$ cat src/rtl/m_store_buffer_pkg.sv
// Shared types for the M-stage store buffer: DM access codes, word-index slice, entry layout.
package m_store_buffer_pkg;

  localparam int unsigned SbAw      = 32;
  localparam int unsigned WordIdxHi = 13;
  localparam int unsigned WordIdxLo = 2;
  localparam int unsigned WidxW     = WordIdxHi - WordIdxLo + 1;

  typedef enum logic [2:0] {
    DmWord  = 3'd0,
    DmHalf  = 3'd1,
    DmByte  = 3'd2,
    DmHalfU = 3'd3,
    DmByteU = 3'd4,
    DmSwl   = 3'd5,
    DmSwr   = 3'd6
  } dm_type_e;

  typedef struct packed {
    logic            valid;
    dm_type_e        dtype;
    logic [SbAw-1:0] addr;
    logic [SbAw-1:0] data;
    logic [SbAw-1:0] pc;
  } sb_entry_t;

endpackage

$ cat src/rtl/m_store_buffer_sb_match.sv
// Parallel word-index compare of a load against all buffered stores.
// With SB_LDFWD_EN defined it also selects the youngest hit for load forwarding.
module m_store_buffer_sb_match
  import m_store_buffer_pkg::*;
#(
  parameter int unsigned DEPTH = 4
) (
`ifdef SB_LDFWD_EN
  input  dm_type_e [DEPTH-1:0]            dtype,
  input  logic     [DEPTH-1:0][SbAw-1:0]  data,
  input  logic     [$clog2(DEPTH)-1:0]    wr_ptr,
  output logic                            fwd_valid,
  output logic     [SbAw-1:0]             fwd_data,
`endif
  input  logic     [DEPTH-1:0]            valid,
  input  logic     [DEPTH-1:0][WidxW-1:0] widx,
  input  logic                            ld_req,
  input  logic     [WidxW-1:0]            ld_widx,
  output logic     [DEPTH-1:0]            hit_vec,
  output logic                            ld_hit
);

  always_comb begin
    hit_vec = '0;
    for (int i = 0; i < int'(DEPTH); i++) begin
      hit_vec[i] = ld_req && valid[i] && (widx[i] == ld_widx);
    end
  end

  assign ld_hit = |hit_vec;

`ifdef SB_LDFWD_EN
  localparam int unsigned PtrW = $clog2(DEPTH);

  logic [PtrW-1:0] idx;
  logic            found;

  // Walk backwards from wr_ptr so the first hit seen is the youngest store.
  always_comb begin
    fwd_valid = 1'b0;
    fwd_data  = '0;
    found     = 1'b0;
    idx       = '0;
    for (int unsigned k = 1; k <= DEPTH; k++) begin
      idx = wr_ptr - PtrW'(k);
      if (!found && hit_vec[idx]) begin
        found     = 1'b1;
        fwd_valid = (dtype[idx] == DmWord);
        fwd_data  = data[idx];
      end
    end
  end
`endif

endmodule

$ cat src/rtl/m_store_buffer.sv
// Store buffer between the M-stage register and the DM write port; drains one store per
// free port cycle and stalls loads that hit a pending word. SB_LDFWD_EN adds word forwarding.
module m_store_buffer
  import m_store_buffer_pkg::*;
#(
  parameter int unsigned DEPTH = 4,
  parameter int unsigned AW    = 32
) (
  input  logic          clk,
  input  logic          reset,
  input  logic          st_valid,
  output logic          st_ready,
  input  logic [AW-1:0] st_addr,
  input  logic [AW-1:0] st_data,
  input  logic [2:0]    st_type,
  input  logic [AW-1:0] st_pc,
  input  logic          ld_req,
  input  logic [AW-1:0] ld_addr,
  output logic          ld_stall,
`ifdef SB_LDFWD_EN
  output logic          ld_fwd_valid,
  output logic [AW-1:0] ld_fwd_data,
`endif
  output logic          dm_we,
  output logic [AW-1:0] dm_A,
  output logic [AW-1:0] dm_WD,
  output logic [2:0]    dm_DMType,
  output logic [AW-1:0] dm_PC,
  output logic          sb_empty
);

  localparam int unsigned PtrW = $clog2(DEPTH);
  localparam int unsigned CntW = PtrW + 1;

  sb_entry_t [DEPTH-1:0] entries_q;
  logic [PtrW-1:0]       wr_ptr_q, rd_ptr_q;
  logic [CntW-1:0]       count_q, count_d;

  logic full, empty, push, pop, ld_hit;
  logic [DEPTH-1:0]            hit_vec;
  logic [DEPTH-1:0]            valid_vec;
  logic [DEPTH-1:0][WidxW-1:0] widx_vec;
  logic                        unused_ld_addr;

  assign full     = (count_q == CntW'(DEPTH));
  assign empty    = (count_q == '0);
  assign st_ready = !full;
  assign sb_empty = empty;
  assign push     = st_valid && !full;
  assign pop      = dm_we;

  // A load that misses owns the DM port; a stalled load yields it so the hit can drain.
  assign dm_we     = !empty && (!ld_req || ld_hit);
  assign dm_A      = AW'(entries_q[rd_ptr_q].addr);
  assign dm_WD     = AW'(entries_q[rd_ptr_q].data);
  assign dm_DMType = entries_q[rd_ptr_q].dtype;
  assign dm_PC     = AW'(entries_q[rd_ptr_q].pc);

  assign unused_ld_addr = ^{ld_addr[AW-1:WordIdxHi+1], ld_addr[WordIdxLo-1:0]};

  always_comb begin
    valid_vec = '0;
    widx_vec  = '0;
    for (int i = 0; i < int'(DEPTH); i++) begin
      valid_vec[i] = entries_q[i].valid;
      widx_vec[i]  = entries_q[i].addr[WordIdxHi:WordIdxLo];
    end
  end

`ifdef SB_LDFWD_EN
  dm_type_e [DEPTH-1:0]           dtype_vec;
  logic     [DEPTH-1:0][SbAw-1:0] data_vec;
  logic                           fwd_valid;
  logic     [SbAw-1:0]            fwd_data;

  always_comb begin
    dtype_vec = {DEPTH{DmWord}};
    data_vec  = '0;
    for (int i = 0; i < int'(DEPTH); i++) begin
      dtype_vec[i] = entries_q[i].dtype;
      data_vec[i]  = entries_q[i].data;
    end
  end

  m_store_buffer_sb_match #(
    .DEPTH (DEPTH)
  ) u_match (
    .dtype     (dtype_vec),
    .data      (data_vec),
    .wr_ptr    (wr_ptr_q),
    .fwd_valid (fwd_valid),
    .fwd_data  (fwd_data),
    .valid     (valid_vec),
    .widx      (widx_vec),
    .ld_req    (ld_req),
    .ld_widx   (ld_addr[WordIdxHi:WordIdxLo]),
    .hit_vec   (hit_vec),
    .ld_hit    (ld_hit)
  );

  assign ld_fwd_valid = fwd_valid;
  assign ld_fwd_data  = AW'(fwd_data);
  assign ld_stall     = ld_hit && !fwd_valid;
`else
  m_store_buffer_sb_match #(
    .DEPTH (DEPTH)
  ) u_match (
    .valid   (valid_vec),
    .widx    (widx_vec),
    .ld_req  (ld_req),
    .ld_widx (ld_addr[WordIdxHi:WordIdxLo]),
    .hit_vec (hit_vec),
    .ld_hit  (ld_hit)
  );

  assign ld_stall = ld_hit;
`endif

  always_comb begin
    count_d = count_q + CntW'(push) - CntW'(pop);
  end

  always_ff @(posedge clk or negedge reset) begin
    if (!reset) begin
      entries_q <= '0;
      wr_ptr_q  <= '0;
      rd_ptr_q  <= '0;
      count_q   <= '0;
    end else begin
      if (pop) begin
        entries_q[rd_ptr_q].valid <= 1'b0;
        rd_ptr_q                  <= rd_ptr_q + PtrW'(1);
      end
      if (push) begin
        entries_q[wr_ptr_q] <= '{valid: 1'b1,
                                 dtype: dm_type_e'(st_type),
                                 addr:  SbAw'(st_addr),
                                 data:  SbAw'(st_data),
                                 pc:    SbAw'(st_pc)};
        wr_ptr_q            <= wr_ptr_q + PtrW'(1);
      end
      count_q <= count_d;
    end
  end

endmodule
$ cat config.mk
export PLATFORM = sky130hd
export DESIGN_NAME = m_store_buffer
export DESIGN_NICKNAME = d
export VERILOG_FILES = /design/src/rtl/m_store_buffer_pkg.sv /design/src/rtl/m_store_buffer_sb_match.sv /design/src/rtl/m_store_buffer.sv
export SDC_FILE = /design/constraint.sdc
export NUM_CORES = 1
export LEC_CHECK = 0
export ABC_AREA = 1
export CAP_MARGIN = 15
export CORE_MARGIN = 5
export CORE_UTILIZATION = 40
export CTS_CLUSTER_DIAMETER = 40
export DETAILED_ROUTE_END_ITERATION = 7
export GPL_TIMING_DRIVEN = 0
export HOLD_SLACK_MARGIN = 0.02
export MAX_ROUTING_LAYER = met4
export PLACE_DENSITY = 0.69
export SYNTH_ARGS = -nofsm -noshare
export SYNTH_HDL_FRONTEND = slang
export SYNTH_SLANG_ARGS = --single-unit
$ cat constraint.sdc
create_clock -name clk -period 6.55 [get_ports clk]
set_clock_uncertainty 0.2 [all_clocks]
set_input_delay 0.655 -clock clk [delete_from_list [all_inputs] [get_ports clk]]
set_output_delay 0.655 -clock clk [all_outputs]
set_load 0.005 [all_outputs]
# Word-level counts from Yosys, hierarchy flattened
# Cells that the tools add are included.
# Widths: inputs -> output; s select.
word_totals:
  out_inout_bits: 103
  in_bits: 135
  word_cells: 64
  regBits: 407
classes:
  order_cmp: 4
  n_reduce_logical: 18
  eq_ne: 5
  addsub: 4
  muxes: 10
ops:
  columns: ["cell", "count"]
  rows:
  - ["$bwmux 400", 2]
  - ["$mux 400", 2]
  - ["$demux 100 s2", 2]
  - ["$bmux 100 s2", 1]
  - ["$mux 100", 2]
  - ["$mux 99", 1]
  - ["$eq 12x12->1", 4]
  - ["$logic_and 1x1->1", 12]
  - ["$lt 2x3->1 const B", 2]
  - ["$add 2x1->2 const B", 2]
  - ["$ge 2x1->1 const B", 2]
  - ["$reduce_or 4->1", 1]
  - ["$add 3x1->3", 1]
  - ["$eq 3x3->1 const B", 1]
  - ["$logic_not 1->1", 3]
  - ["$logic_not 3->1", 1]
  - ["$sub 3x1->3", 1]
  - ["$logic_or 1x1->1", 1]

# Longest topological paths before layout
logic_depth:
  ltp_word: 8
  ltp_mapped: 19
  depth_no_buf: 18

# By module
# From an unflattened synthesis, not the netlist that was laid out.
unflattened:
  hier_cells: 2726
  hier_area_um2: 20818.7
modules_own_cells:
  columns: ["mod", "n_inst", "cells_per_inst", "area_per_inst_um2", "seq_area_each_um2"]
  rows:
  - ["m_store_buffer", 1, 2492, 19877.8, 10184.8]
  - ["m_store_buffer_sb_match", 1, 234, 940.9, 0.0]

# Worst setup path before layout
# OpenSTA, ideal clock, no wires.
synth_timing:
  path_type: "input -> register"
  from: "input port ld_addr[6]"
  to: "register count_q[2]"
  path_buffers: 1
  setup_time_ps: 123
  required_time_ps: 6227
  cell_stages: 19
  arrival_time_ps: 2485
  setup_slack_ps: 3743
  path_cell_list: "buf_2 inv_2 nand2_1 nand2_1 nor2_1 nand2_1 nor2_1 nand2_1 nand2_1 nor2_2 nand2_4 nand2_4 inv_4 ha_1 inv_1 ha_1 inv_1 fa_1 xnor2_1"
synth_via:
  elab_chain_len: 6
  elab_cells_between_ends: 12
  cone_classes: "1 x add/sub; 4 x eq/ne; 7 x reduce/logical"
synth_rtl:
  columns: ["element", "line", "rtl"]
  rows:
  - ["start: declaration", "m_store_buffer.sv:18", "input logic [AW-1:0] ld_addr,"]
  - ["$eq 12x12->1", "m_store_buffer_sb_match.sv:26", "hit_vec[i] = ld_req && valid[i] && (widx[i] == ld_widx);"]
  - ["$logic_and 1x1->1", "m_store_buffer_sb_match.sv:26", null]
  - ["$reduce_or 4->1 *", "m_store_buffer_sb_match.sv:30", "assign ld_hit = |hit_vec;"]
  - ["$logic_or 1x1->1 *", "m_store_buffer.sv:53", "assign dm_we = !empty && (!ld_req || ld_hit);"]
  - ["$logic_and 1x1->1 *", "m_store_buffer.sv:53", null]
  - ["named net dm_we", "m_store_buffer.sv:24", "output logic dm_we,"]
  - ["$sub 3x1->3 *", "m_store_buffer.sv:120", "count_d = count_q + CntW'(push) - CntW'(pop);"]
  - ["named net count_d[2]", "m_store_buffer.sv:37", "logic [CntW-1:0] count_q, count_d;"]
  - ["end signal: assignment", "m_store_buffer.sv:142", "count_q <= count_d;"]
  - ["end: declaration", "m_store_buffer.sv:37", null]
# Mark *: on every way through the listed nets, which the timed path passes. The rest lies on a longest branch.
# A chain may end at the register's enable or synchronous reset.

# Worst setup path in the final report
layout_timing:
  from: "register rd_ptr_q[0]"
  to: "output port dm_A[1]"
layout_via:
  elab_chain_len: 2
layout_rtl:
  columns: ["element", "line", "rtl"]
  rows:
  - ["start: declaration", "m_store_buffer.sv:36", "logic [PtrW-1:0] wr_ptr_q, rd_ptr_q;"]
  - ["start signal: assignment", "m_store_buffer.sv:132", "rd_ptr_q <= rd_ptr_q + PtrW'(1);"]
  - ["$bmux 100 s2", "m_store_buffer.sv:54", "assign dm_A = AW'(entries_q[rd_ptr_q].addr);"]
  - ["$mux 99", null, null]
  - ["end: declaration", "m_store_buffer.sv:25", "output logic [AW-1:0] dm_A,"]
# No other way between the ends. The select of a mux whose other input is x is not followed.

==> impl_metrics.json <==
{
  "status": "finished clean",
  "tns_ps": 0,
  "die_w_um": 225,
  "leakage_nw": 11.0,
  "power_mw": 13.6,
  "grt_usage_pct": 26.2,
  "antenna_found_initial": 0,
  "coreArea_um2": 45500,
  "grt_max_degree": 123,
  "holdPathStages": 2,
  "critical_path.max_fanout": 10,
  "clockBufferDepth": 3,
  "setup_viol": 0,
  "hold_viol": 0,
  "dpl.hpwl_um": 44400,
  "gp_congestion": 0.912,
  "drt-met1-wl_um": 26700,
  "worstPathCellList": "buf_2, buf_2, buf_1, nor2_1, o22ai_1, clkdlybuf4s50_1",
  "grt_pass1_wl_um": 101000,
  "htree_levels": 2,
  "synth_warnings": 0,
  "wl_met2_um": 30200,
  "post_cts_buffers": 0,
  "die_area_um2": 50400,
  "num_vias": 17400,
  "rsz0062_at_grt": "no",
  "period_minus_slack_ps": 4390,
  "cts_sinks": 407,
  "slowest_stage": "buf_1",
  "synth_area_leaders": "dfrtp_1 55%, o21ai_0 14%, nand2_1 11%",
  "drc": 0,
  "area_growth_pct": 27.9,
  "ant_nets": 0,
  "synthCells": 2212,
  "power-per-cell-area_nw_per_um2": 576,
  "netlist.area_leader.share_pct": 55.3,
  "critPathCaptureType": "output pin",
  "clk_pin_slew_ps": 50,
  "yosysTopAreaCell": "dfrtp_1",
  "insertion_delay_ps": 600,
  "period_share_pct": 67.0,
  "drt_first_pass_iters": 6,
  "ys_ff_latch": 407,
  "synth.most_common_cell": "nand2_1",
  "finalMaxSlewViolations": 0,
  "cap_violations": 0,
  "die_h_um": 225,
  "ys_async_sr_fraction_pct": 100,
  "crit_top_cell": "buf_2",
  "whs_ps": 278,
  "cts_resized": 0,
  "cts_tree": "done",
  "wl_per_cell_um": 20.8,
  "layout-drive-gt1-share_pct": 8.10,
  "gr-total-overflow": 0,
  "required_ps": 5690,
  "wl_um": 65500,
  "start_kind": "register",
  "slew_headroom_pct": 40.7,
  "worstSetupPathType": "reg -> out",
  "synth_edf_count": 0,
  "routed_via_density": 5.55,
  "synthTopCellsByCount": "524 x nand2_1, 509 x o21ai_0, 407 x dfrtp_1, 215 x nor2_1, 142 x inv_1",
  "initial_core_util_pct": 40.5,
  "wl_met3_um": 5970,
  "initialDrtViolationCount": 2252,
  "io_pins": 238,
  "routed.top_layer": "met4",
  "max_clock_freq_mhz": 228,
  "yosysUniqueCellTypes": 24,
  "ys_seq_area_share_pct": 55.3,
  "cp.arrival_ps": 3530,
  "syn_avg_cell_area_um2": 8.32,
  "n_antenna_cell": 0,
  "io_buffers": 215,
  "synth_ff_type": "dfrtp_1",
  "irDropWorstVdd_uv": 265,
  "postSynthNetCount": 2358,
  "cts_buffers": 59,
  "num-nets-final": 2638,
  "rr_worst_depth": 18,
  "placed_cell_area_um2": 21400,
  "num_rows": 78,
  "syn-cell-area_um2": 18400,
  "grt_pass1_vias": 17500,
  "tightestPinTransition_ps": 889,
  "fin_area_um2": 23500,
  "slowest_delay_ps": 610,
  "cts-root-buf": "clkbuf_16",
  "holdCritPathClass": "reg -> reg"
}
-- cell usage in the layout, fill, tap and decap left out, drive strengths merged, types with 10 or more instances in the layout --
cell type | Yosys | routed
o21ai | 606 | 606
nand2 | 534 | 534
dfrtp | 407 | 407
nor2 | 218 | 218
clkdlybuf4s50 | 0 | 214
inv | 155 | 168
clkbuf | 84 | 152
o22ai | 89 | 89
buf | 68 | 72
a21oi | 19 | 19
clkinv | 0 | 16
xnor2 | 11 | 11
ha | 10 | 10
-- routing by layer --
layer,GRT usage (%),vias to the layer above
met5,-,-
li1,-,7836
met2,40.8,990
met3,4.41,166
met4,10.4,0
met1,34.4,8449
-- where the power goes --
group / total [mW] / leakage, nW / switching [mW] / internal, mW
clock network: 3.37 / 1.03 / 1.27 / 2.10
logic: 5.81 / 4.86 / 3.43 / 2.39
registers: 4.37 / 5.10 / 0.696 / 3.68
-- state kept, by name (all words and copies together) (netlist names) --
signal	cells
wr_ptr_q	2
entries_q	400
rd_ptr_q	2
count_q	3
-- logic make-up (layout without fill, tap and decap cells) --
| group | after synthesis | count (layout) | synth area share, % |
|---|---|---|---|
| adder cells (fa/ha/maj) | 11 | 11 | 0.788 |
| buffers and inverters | 307 | 638 | 7.33 |
| AO/OA/AOI/OAI | 714 | 714 | 20.0 |
| flip-flops | 407 | 407 | 55.3 |
| XOR/XNOR | 12 | 12 | 0.571 |
| AND/OR/NAND/NOR | 761 | 761 | 16.0 |
-- layout make-up --
class / count / area, µm²
Clock inverter: 44 / 533
Timing Repair Buffer: 219 / 2250
Clock buffer: 68 / 1600
Fill cell: 4278 / 21900
Buffer: 152 / 763
Inverter: 155 / 587
Tap cell: 600 / 751
Sequential cell: 407 / 10200
Multi-Input combinational cell: 1498 / 6870
-- path summary, 6_finish.rpt --
check                                                start                         end  slack (ps)
min in group asynchronous                            reset  entries_q[321]$_DFFE_PN0P_         420
worst max-delay path               rd_ptr_q[0]$_DFFE_PN0N_                     dm_A[1]        2160
worst min-delay path            entries_q[246]$_DFFE_PN0P_  entries_q[246]$_DFFE_PN0P_         280
worst max register to register  entries_q[177]$_DFFE_PN0P_        count_q[2]$_DFF_PN0_        3840
max in group asynchronous                            reset  entries_q[246]$_DFFE_PN0P_        4240
worst min register to register  entries_q[246]$_DFFE_PN0P_  entries_q[246]$_DFFE_PN0P_         280
-- worst max-delay path, delay by kind of cell (launching register included) --
family,cells,cell delay (ps)
and+or+nand+nor,1,120
DFF,1,390
buffers and inverters,4,2030
AOI/OAI and AO/OA,1,400
-- timing repair --
item | in CTS | in global routing
endpoints found under the setup margin | 0 | 0
hold buffers | 1 | 0
endpoints found under the hold margin | 68 | 0
-- through the flow --
| step | setup slack (ps) | utilization [%] | instances |
|---|---|---|---|
| 2_1_floorplan | 3740 | - | 2212 |
| 3_3_place_gp | -12730 | 46.9 | 3027 |
| 3_5_place_dp | 2890 | 47.1 | 3030 |
| 4_1_cts | 2230 | 51.8 | 3143 |
| 5_1_grt | 2020 | 51.8 | 3143 |
| 6_report | 2160 | 51.8 | 3143 |
(Power assumes the default switching activity.)
==> variant: new RTL, same settings <==
Add a define of `SB_LDFWD_EN`.
--- a/src/rtl/m_store_buffer_sb_match.sv
+++ b/src/rtl/m_store_buffer_sb_match.sv
@@ -1,5 +1,7 @@
 // Parallel word-index compare of a load against all buffered stores.
 // With SB_LDFWD_EN defined it also selects the youngest hit for load forwarding.
+`define SB_LDFWD_EN
+
 module m_store_buffer_sb_match
   import m_store_buffer_pkg::*;
 #(
Formal check against the unedited RTL (old outputs only; new: ld_fwd_data and ld_fwd_valid): not equivalent (Yosys sat finds a counterexample within 4 cycles, from zero or initial values and one cycle with reset low).
==> variant against the original RTL <==
Sequential share of layout area shrank 7.1 points. Total power grew 27%. Sequential cell count is the same. Synthesized cell count grew 38%. Critical path depth grew 8. Synthesized area grew 23%. Wire length grew 36%. Die area grew 22%. Worst setup slack lost 1.9 ns. First-iteration DRC count grew 26%. Cell count grew 33%. Worst hold slack is essentially flat. Final area grew 19%. Critical path type unchanged. Highest routed layer unchanged.
==> variant: results (changes against the original RTL) <==
Outcome = complete, no violations (unchanged)
Drt total wl = 89.2 mm (was 65.5 mm)
Seq/Total Area, Yosys = 45.1% (was 55.3%)
Worst-Skew Late Latency = 0.62 ns (was 0.60 ns)
First-pass GRT wire length = 133 mm (was 101 mm)
Post-place setup slack = 1.13 ns (was 2.89 ns)
Crit path max-delay cell type = clkbuf_1 (was buf_1)
Max reg flops = 260 (was 400)
GPL Wtd Cong = 1.02 (was 0.912)
Share of cells above drive strength 1 = 7.20% (was 8.10%)
Worst setup path start = wr_ptr_q[1] (was rd_ptr_q[0])
Synth Area in Adders = 0.643% (was 0.788%)
Cell Area, Placed = 26100 µm² (was 21400 µm²)
R2r setup slk = 2.49 ns (was 3.84 ns)
Top cells by count, synth = nand2_1, o21ai_0, dfrtp_1 (unchanged)
Largest net degree at the start of global routing = 117 (was 123)
Peak supply drop = 291 µV (was 265 µV)
Top cells by area, synth = dfrtp_1, o21ai_0, nand2_1, mux2i_1, nor2_1 (was dfrtp_1, o21ai_0, nand2_1, nor2_1, o22ai_1)
Cell variety after synth = 32 (was 24)
Via count = 23100 (was 17400)
Vias in the first global route = 21700 (was 17500)
Placed Cells = 4063 (was 3030)
GRT Util Overall = 29.2% (was 26.2%)
Mapped Cells = 3054 (was 2212)
Slew margin rel. = 23.5% (was 40.7%)
R2R cell count = 8 (was 18)
CP Capture Point = ld_fwd_data[29] (was dm_A[1])
Power Internal = 9250 µW (was 8160 µW)
[variant: cell count changes after synthesis, sizes merged, moves of 17 or more]
cell | before | now
mux2i | 0 | 127
clkbuf | 84 | 142
a21oi | 19 | 36
o21ai | 606 | 730
nor2 | 218 | 305
nand2 | 534 | 875
inv | 155 | 237
[variant: power groups by stage]
stage | logic, µW | registers [µW] | clock network (µW)
6_report | 9340 | 4640 | 3230
5_1_grt | 10200 | 4760 | 3360
4_1_cts | 9180 | 4590 | 3250
3_5_place_dp | 9130 | 4610 | 0
3_3_place_gp | 9010 | 4600 | 0
2_1_floorplan | 5130 | 4320 | 0
[variant: layout make-up]
cell class,count,area [µm²]
Inverter,237,890
Clock inverter,37,410
Buffer,208,896
Clock buffer,72,1600
Tap cell,756,946
Sequential cell,407,10200
Fill cell,5481,28000
Multi-Input combinational cell,2202,10600
Timing Repair Buffer,254,2600
[variant: worst min path at each step]
stage                         startpoint             end  slack (ns)
after floorplan                    reset      count_q[0]        0.16
after global placement    entries_q[225]  entries_q[225]        0.26
after detailed placement  entries_q[227]  entries_q[227]        0.27
after CTS                 entries_q[119]  entries_q[119]        0.28
after global routing      entries_q[112]  entries_q[112]        0.30
final                     entries_q[179]  entries_q[179]        0.28
[variant: logic make-up after synthesis]
kind of cell / count (synthesis)
AO/OA/AOI/OAI: 856
XOR/XNOR: 7
AND/OR/NAND/NOR: 1201
multiplexers: 127
buffers and inverters: 445
adder cells (fa/ha/maj): 11
flip-flops: 407
[variant: metal layers]
layer,GRT usage (%),up-vias,share of wire (%)
li1,-,10600,-
met1,38.8,11000,40
met2,43.9,1309,45
met3,5.17,246,10
met4,13.2,0,5.0
met5,-,-,0
[variant: worst min-delay path, delay by kind of cell (launching register included)]
kind            cells  cell delay, ns
simple gates        1            0.05
flops               1            0.33
compound gates      1            0.06
